<file path="config.mk">
export PLATFORM = sky130hd
export DESIGN_NAME = lock_attempt_ctrl
export DESIGN_NICKNAME = d
export VERILOG_FILES = /design/src/rtl/lock_pkg.sv /design/src/rtl/lock_timer.sv /design/src/rtl/lock_attempt_ctrl.sv
export SDC_FILE = /design/constraint.sdc
export NUM_CORES = 1
export LEC_CHECK = 0
export BUFFER_PORTS_ARGS = -buffer_cell sky130_fd_sc_hd__buf_2
export CAP_MARGIN = 20
export CORE_MARGIN = 3
export CORE_UTILIZATION = 45
export CTS_BUF_LIST = sky130_fd_sc_hd__clkbuf_4 sky130_fd_sc_hd__clkbuf_8
export DETAILED_ROUTE_END_ITERATION = 10
export GPL_TIMING_DRIVEN = 0
export PLACE_DENSITY = 0.65
export SYNTH_ARGS = -nofsm -noshare
export SYNTH_HDL_FRONTEND = slang
export SYNTH_SLANG_ARGS = --single-unit
</file>
<file path="constraint.sdc">
create_clock -name Clock -period 2.4 [get_ports Clock]
set_input_delay 0.48 -clock Clock [delete_from_list [all_inputs] [get_ports Clock]]
set_output_delay 0.48 -clock Clock [all_outputs]
set_load 0.01 [all_outputs]
</file>
<file path="src/rtl/lock_pkg.sv">
// lock_pkg: shared definitions for the combination-lock sequencing controller.
//   - lock_state_e : 3-bit state encoding, also consumed by the 7-segment LED decoder
//   - LED_*        : 7-segment patterns ({g,f,e,d,c,b,a}, active high) per state
//   - led_pattern  : state code -> LED pattern
//   - max_int      : helper for sizing the shared timer
package lock_pkg;

  typedef enum logic [2:0] {
    ST_IDLE     = 3'b000,
    ST_CHG_WAIT = 3'b001,
    ST_LOCKOUT  = 3'b010,
    ST_ALARM    = 3'b011,
    ST_OPEN     = 3'b100
  } lock_state_e;

  localparam logic [6:0] LED_IDLE  = 7'b1000000;  // '-'
  localparam logic [6:0] LED_CHG   = 7'b0111001;  // 'C'
  localparam logic [6:0] LED_OPEN  = 7'b0111111;  // 'O'
  localparam logic [6:0] LED_LOCK  = 7'b0111000;  // 'L'
  localparam logic [6:0] LED_ALARM = 7'b1110111;  // 'A'
  localparam logic [6:0] LED_BLANK = 7'b0000000;  // unused codes

  function automatic logic [6:0] led_pattern(input logic [2:0] code);
    logic [6:0] pat;
    case (code)
      3'b000:  pat = LED_IDLE;
      3'b001:  pat = LED_CHG;
      3'b100:  pat = LED_OPEN;
      3'b010:  pat = LED_LOCK;
      3'b011:  pat = LED_ALARM;
      default: pat = LED_BLANK;
    endcase
    return pat;
  endfunction

  function automatic int max_int(input int a, input int b);
    return (a > b) ? a : b;
  endfunction

endpackage

</file>
<file path="src/rtl/lock_timer.sv">
// lock_timer: loadable down-counter shared by the OPEN/CHG_WAIT timeout and
// the LOCKOUT window.
//   Clock, Resetn : clock / async active-low reset
//   load          : capture 'value' into the counter (wins over clear)
//   clear         : force the counter to 0 (used outside timed states)
//   value         : load value (number of cycles to spend in the timed state)
//   expire        : high during the last cycle of the window (counter == 1)
// The counter stops at 0 and never wraps.
module lock_timer
  import lock_pkg::*;
#(
  parameter int W = 4
) (
  input  logic         Clock,
  input  logic         Resetn,
  input  logic         load,
  input  logic         clear,
  input  logic [W-1:0] value,
  output logic         expire
);

  logic [W-1:0] count_r;

  // Down-counter: load, clear, or decrement toward 0 and hold there
  always_ff @(posedge Clock or negedge Resetn) begin
    if (!Resetn) begin
      count_r <= '0;
    end else if (load) begin
      count_r <= value;
    end else if (clear) begin
      count_r <= '0;
    end else if (count_r != '0) begin
      count_r <= count_r - W'(1);
    end else begin
      count_r <= count_r;
    end
  end

  assign expire = (count_r == W'(1));

endmodule

</file>
<file path="src/rtl/lock_attempt_ctrl.sv">
// lock_attempt_ctrl: sequencing controller between the debounced keypad pulses
// and the combination-lock datapath.
//   Clock, Resetn  : clock / async active-low reset
//   enterpulse     : one-cycle enter strobe
//   changepulse    : one-cycle change strobe (wins over enter when both high)
//   correct        : password == combo, sampled together with a pulse
//   admin_clear    : level, releases ALARM only
//   open_lock      : high while OPEN
//   load_combo     : one-cycle strobe, datapath captures password as new combo
//   alarm, lockout : high while in ALARM / LOCKOUT
//   state          : encoded state for the LED decoder (see lock_pkg)
//   fail_count     : consecutive wrong attempts, never shows MAX_TRIES
// All outputs are registered; a response appears one cycle after the pulse.
module lock_attempt_ctrl
  import lock_pkg::*;
#(
  parameter int MAX_TRIES      = 3,
  parameter int LOCKOUT_CYCLES = 1000,
  parameter int OPEN_CYCLES    = 500
) (
  input  logic                               Clock,
  input  logic                               Resetn,
  input  logic                               enterpulse,
  input  logic                               changepulse,
  input  logic                               correct,
  input  logic                               admin_clear,
  output logic                               open_lock,
  output logic                               load_combo,
  output logic                               alarm,
  output logic                               lockout,
  output logic [2:0]                         state,
  output logic [$clog2(MAX_TRIES+1)-1:0]     fail_count
);

  localparam int FCW = $clog2(MAX_TRIES + 1);
  localparam int TW  = $clog2(max_int(LOCKOUT_CYCLES, OPEN_CYCLES) + 1);

  localparam logic [FCW-1:0] FAIL_SAT  = FCW'(MAX_TRIES - 1);
  localparam logic [TW-1:0]  OPEN_LOAD = TW'(OPEN_CYCLES);
  localparam logic [TW-1:0]  LOCK_LOAD = TW'(LOCKOUT_CYCLES);

  lock_state_e     state_r, state_nxt_s;
  logic [FCW-1:0]  fail_r, fail_nxt_s;
  logic            strike_r, strike_nxt_s;
  logic            load_nxt_s;
  logic            open_lock_r, load_combo_r, alarm_r, lockout_r;

  logic            attempt_s;
  logic            fail_limit_s;
  logic            tmr_load_s, tmr_clear_s, tmr_expire_s;
  logic [TW-1:0]   tmr_value_s;

  assign attempt_s    = enterpulse | changepulse;
  // This wrong attempt would make the visible count reach MAX_TRIES.
  assign fail_limit_s = ((int'(fail_r) + 1) >= MAX_TRIES);

  lock_timer #(.W(TW)) u_timer (
    .Clock  (Clock),
    .Resetn (Resetn),
    .load   (tmr_load_s),
    .clear  (tmr_clear_s),
    .value  (tmr_value_s),
    .expire (tmr_expire_s)
  );

  // Next-state, counter, strike and timer-control decode
  always_comb begin
    state_nxt_s  = state_r;
    fail_nxt_s   = fail_r;
    strike_nxt_s = strike_r;
    load_nxt_s   = 1'b0;
    tmr_load_s   = 1'b0;
    tmr_value_s  = '0;
    case (state_r)
      ST_IDLE: begin
        if (changepulse && correct) begin
          state_nxt_s = ST_CHG_WAIT;
          fail_nxt_s  = '0;
          tmr_load_s  = 1'b1;
          tmr_value_s = OPEN_LOAD;
        end else if (enterpulse && correct) begin
          state_nxt_s  = ST_OPEN;
          fail_nxt_s   = '0;
          strike_nxt_s = 1'b0;
          tmr_load_s   = 1'b1;
          tmr_value_s  = OPEN_LOAD;
        end else if (attempt_s) begin
          if (!fail_limit_s) begin
            fail_nxt_s = fail_r + FCW'(1);
          end else if (strike_r) begin
            // Second exhausted round: sticky alarm, count shown saturated.
            state_nxt_s = ST_ALARM;
            fail_nxt_s  = FAIL_SAT;
          end else begin
            state_nxt_s  = ST_LOCKOUT;
            strike_nxt_s = 1'b1;
            fail_nxt_s   = '0;
            tmr_load_s   = 1'b1;
            tmr_value_s  = LOCK_LOAD;
          end
        end else begin
          state_nxt_s = ST_IDLE;
        end
      end
      ST_CHG_WAIT: begin
        // Any pulse accepts the new combo; a pulse on the expiry cycle still loads.
        if (attempt_s) begin
          load_nxt_s  = 1'b1;
          state_nxt_s = ST_IDLE;
        end else if (tmr_expire_s) begin
          state_nxt_s = ST_IDLE;
        end else begin
          state_nxt_s = ST_CHG_WAIT;
        end
      end
      ST_OPEN: begin
        if (enterpulse || tmr_expire_s) begin
          state_nxt_s = ST_IDLE;
        end else begin
          state_nxt_s = ST_OPEN;
        end
      end
      ST_LOCKOUT: begin
        if (tmr_expire_s) begin
          state_nxt_s = ST_IDLE;
        end else begin
          state_nxt_s = ST_LOCKOUT;
        end
      end
      ST_ALARM: begin
        if (admin_clear) begin
          state_nxt_s  = ST_IDLE;
          fail_nxt_s   = '0;
          strike_nxt_s = 1'b0;
        end else begin
          state_nxt_s = ST_ALARM;
        end
      end
      default: begin
        state_nxt_s  = ST_IDLE;
        fail_nxt_s   = '0;
        strike_nxt_s = 1'b0;
      end
    endcase
    // Timer rests at 0 whenever the next state is untimed.
    tmr_clear_s = (state_nxt_s == ST_IDLE) || (state_nxt_s == ST_ALARM);
  end

  // State, counters and registered status outputs
  always_ff @(posedge Clock or negedge Resetn) begin
    if (!Resetn) begin
      state_r      <= ST_IDLE;
      fail_r       <= '0;
      strike_r     <= 1'b0;
      open_lock_r  <= 1'b0;
      load_combo_r <= 1'b0;
      alarm_r      <= 1'b0;
      lockout_r    <= 1'b0;
    end else begin
      state_r      <= state_nxt_s;
      fail_r       <= fail_nxt_s;
      strike_r     <= strike_nxt_s;
      open_lock_r  <= (state_nxt_s == ST_OPEN);
      load_combo_r <= load_nxt_s;
      alarm_r      <= (state_nxt_s == ST_ALARM);
      lockout_r    <= (state_nxt_s == ST_LOCKOUT);
    end
  end

  assign open_lock  = open_lock_r;
  assign load_combo = load_combo_r;
  assign alarm      = alarm_r;
  assign lockout    = lockout_r;
  assign state      = state_r;
  assign fail_count = fail_r;

endmodule

</file>
==> reports/qor.yml <==
status: "finished, final reports clean"
wl_per_cell_um: 14.5
htreeDepth: 1
drtPass1Iterations: 4
yosys.area.top_type: "dfrtp_1"
avgSynthCellArea_um2: 10.1
grt_pass1_wl_um: 4150
coreArea_um2: 2340
grt_use_total: 0.162
fin_setup_tns_ns: 0
tightest_slew_ns: 0.599
switching_share: 0.437
grt_max_degree: 21
peakVddDrop_uv: 651
root_buffer: "clkbuf_4"
ys_ff_latch: 20
worstSetupPathType: "flop to flop"
critPathCaptureType: "flop"
setup_viol_count_final: 0
synth_area_leaders: "dfrtp_1 (43%), nor2_1 (3.9%), xnor2_1 (3.8%), ha_1 (3.2%), xor2_1 (3.0%)"
grt_pass1_vias: 868
ctsHoldBuffers: 0
wirelength_um: 2300
synth_cells: 115
syn_area_um2: 1160
final_nets: 142
yosysWarnings: 0
placementRows: 17
clk_pin_slew_worst_paths_ns: 0.11
gp_congestion: 0.834
max_clock_freq_mhz: 443
ys_seq_area_frac: 0.430
fin_skew_ns: 0.00737
period_needed_ns: 2.26
synth-main-ff-cell: "dfrtp_1"
cts_tree: "yes"
cp_data_arrival_time_ns: 2.49
synth_nets: 124
cp_max_fo: 7
cts.path.max_buffers: 2
power.leakage_nw: 0.596
num_vias: 911
maxSlewViolCount: 0
routed_via_density: 5.73
io_buffers: 13
powerDensity_nw_per_um2: 1320
combPwrFrac: 0.549
antenna_cells_inserted: 0
insertion_delay_ns: 0.30
crit_required_ns: 2.63
cts.sinks: 20
antenna_found_initial: 0
cap_viol_max_count: 0
maxSlewHeadroom: 0.596
num-fill-cells: 224
dp_hpwl_um: 1720
cp-start-kind: "flop"
utilization: 0.552
initial_core_util: 0.498
io_pins: 15
clock_power_share: 0.093
cts_buffers: 3
hold_viol: 0
dr.first_iter.drc_count: 23
gr-total-overflow: 0
synthToLayoutAreaGrowth_pct: 11.0
fp.dieH_um: 56.9
final_layout_size_suffix_gt1_frac: 0.237
fin_crit_sh: 0.940
rsz0062_at_grt: "false"
p_seq_frac: 0.358
design.die.area_um2: 3240
synth_edf_count: 0
die_w_um: 56.9
switchingPower_uw: 748
ant_nets: 0
async_flop_share: 1.00
route.detailed.drc: 0
ys_types: 45
hold_path.class: "primary input to asynchronous set/reset pin"
power.internal_uw: 963
fin_area_um2: 1290
yosys.area.top_type_share: 0.430
placedInstanceArea_um2: 1260
-- stage by stage --
stage | hold WS (ns) | setup WS, ns | power (mW) | instances
CTS | 0.112 | 0.142 | 1.72 | 159
global route | 0.123 | 0.0111 | 1.88 | 159
global placement | 0.448 | 0.188 | 1.53 | 156
floorplan | 0.184 | 0.373 | 1.33 | 115
finish | 0.106 | 0.145 | 1.71 | 159
detailed placement | 0.455 | 0.171 | 1.55 | 156
-- layout by cell type, fill, tap and decap left out, types with 2 or more instances in the layout --
cell	n
dfrtp_1	20
buf_2	14
nor2_1	12
nor3_1	5
nand3_1	5
nand2_1	5
xnor2_1	5
inv_1	4
nor2b_1	4
xor2_1	4
o21ai_1	4
o21ai_0	3
a21oi_1	3
ha_1	3
clkbuf_4	3
mux2_2	2
nand3b_1	2
o32ai_1	2
a32oi_1	2
a22o_1	2
-- flip-flops by register name, summed over array words and instances (netlist names) --
name	cells
fail_count	2
state	3
alarm	1
load_combo	1
lockout	1
strike_r	1
u_timer.count_r	10
open_lock	1
-- cells in the mapped netlist, types with 2 or more instances --
cell      instances
a21oi_1           3
a22o_1            2
a32oi_1           2
dfrtp_1          20
ha_1              3
inv_1             4
mux2_2            2
nand2_1           5
nand3_1           5
nand3b_1          2
nor2_1           12
nor2b_1           4
nor3_1            6
o21ai_0           3
o21ai_1           4
o32ai_1           2
xnor2_1           5
xor2_1            4
-- power by group through the flow --
stage	sequential (mW)	combinational, mW	clock, mW
after floorplan	0.612	0.718	0
after global placement	0.608	0.924	0
after detailed placement	0.615	0.935	0
after CTS	0.608	0.941	0.169
after global routing	0.635	1.06	0.185
final	0.613	0.940	0.159
-- critical path, stage by stage (launching register included) --
cell and delay [ns]:
dfrtp_1 0.45, nor4_4 0.44, nand3_1 0.14, a311oi_2 0.43, mux2_4 0.39, and3b_4 0.22
a21oi_1 0.11
-- final cells by class --
type / instances / area, µm² / area share
tap: 28 / 35.0 / 0.0271
sequential: 20 / 500 / 0.387
clock buffer: 3 / 22.5 / 0.0174
inverter: 4 / 15.0 / 0.0116
timing repair buffer: 13 / 65.1 / 0.0503
buffer: 3 / 20.0 / 0.0155
multi-input combinational: 88 / 634 / 0.491
-- routing by layer --
| metal | global-route usage | wire (µm) |
|---|---|---|
| met1 | 0.239 | 1170 |
| met2 | 0.227 | 991 |
| met3 | 0.0299 | 88 |
| met4 | 0.0695 | 49 |
| met5 | 0 | 0 |
-- what timing repair did --
action | CTS | global route
gates resized for setup | 0 | 1
setup buffers | 0 | 0
setup endpoints to repair | 0 | 6
-- kinds of logic (layout without fill, tap and decap cells) --
group | count (synthesis) | in the layout | synth area share
buf+inv | 7 | 23 | 0.0301
simple gates | 47 | 47 | 0.236
compound gates | 26 | 26 | 0.172
flops | 20 | 20 | 0.430
xor+xnor | 9 | 9 | 0.0677
fa+ha+maj | 3 | 3 | 0.0322
mux | 3 | 3 | 0.0322
-- worst paths after layout --
kind / start / slack (ns) / endpoint / cells after the start
worst max-delay path: u_timer.count_r[4] / 0.14 / u_timer.count_r[3] / 6
max in group asynchronous: Resetn / 1.98 / u_timer.count_r[6] / 1
worst max register to register: u_timer.count_r[4] / 0.14 / u_timer.count_r[3] / 6
worst min-delay path: Resetn / 0.11 / u_timer.count_r[9] / 1
worst min register to register: fail_count[0] / 0.56 / fail_count[1] / 1
min in group Clock: enterpulse / 0.42 / open_lock / 2
(Power assumes the default switching activity.)
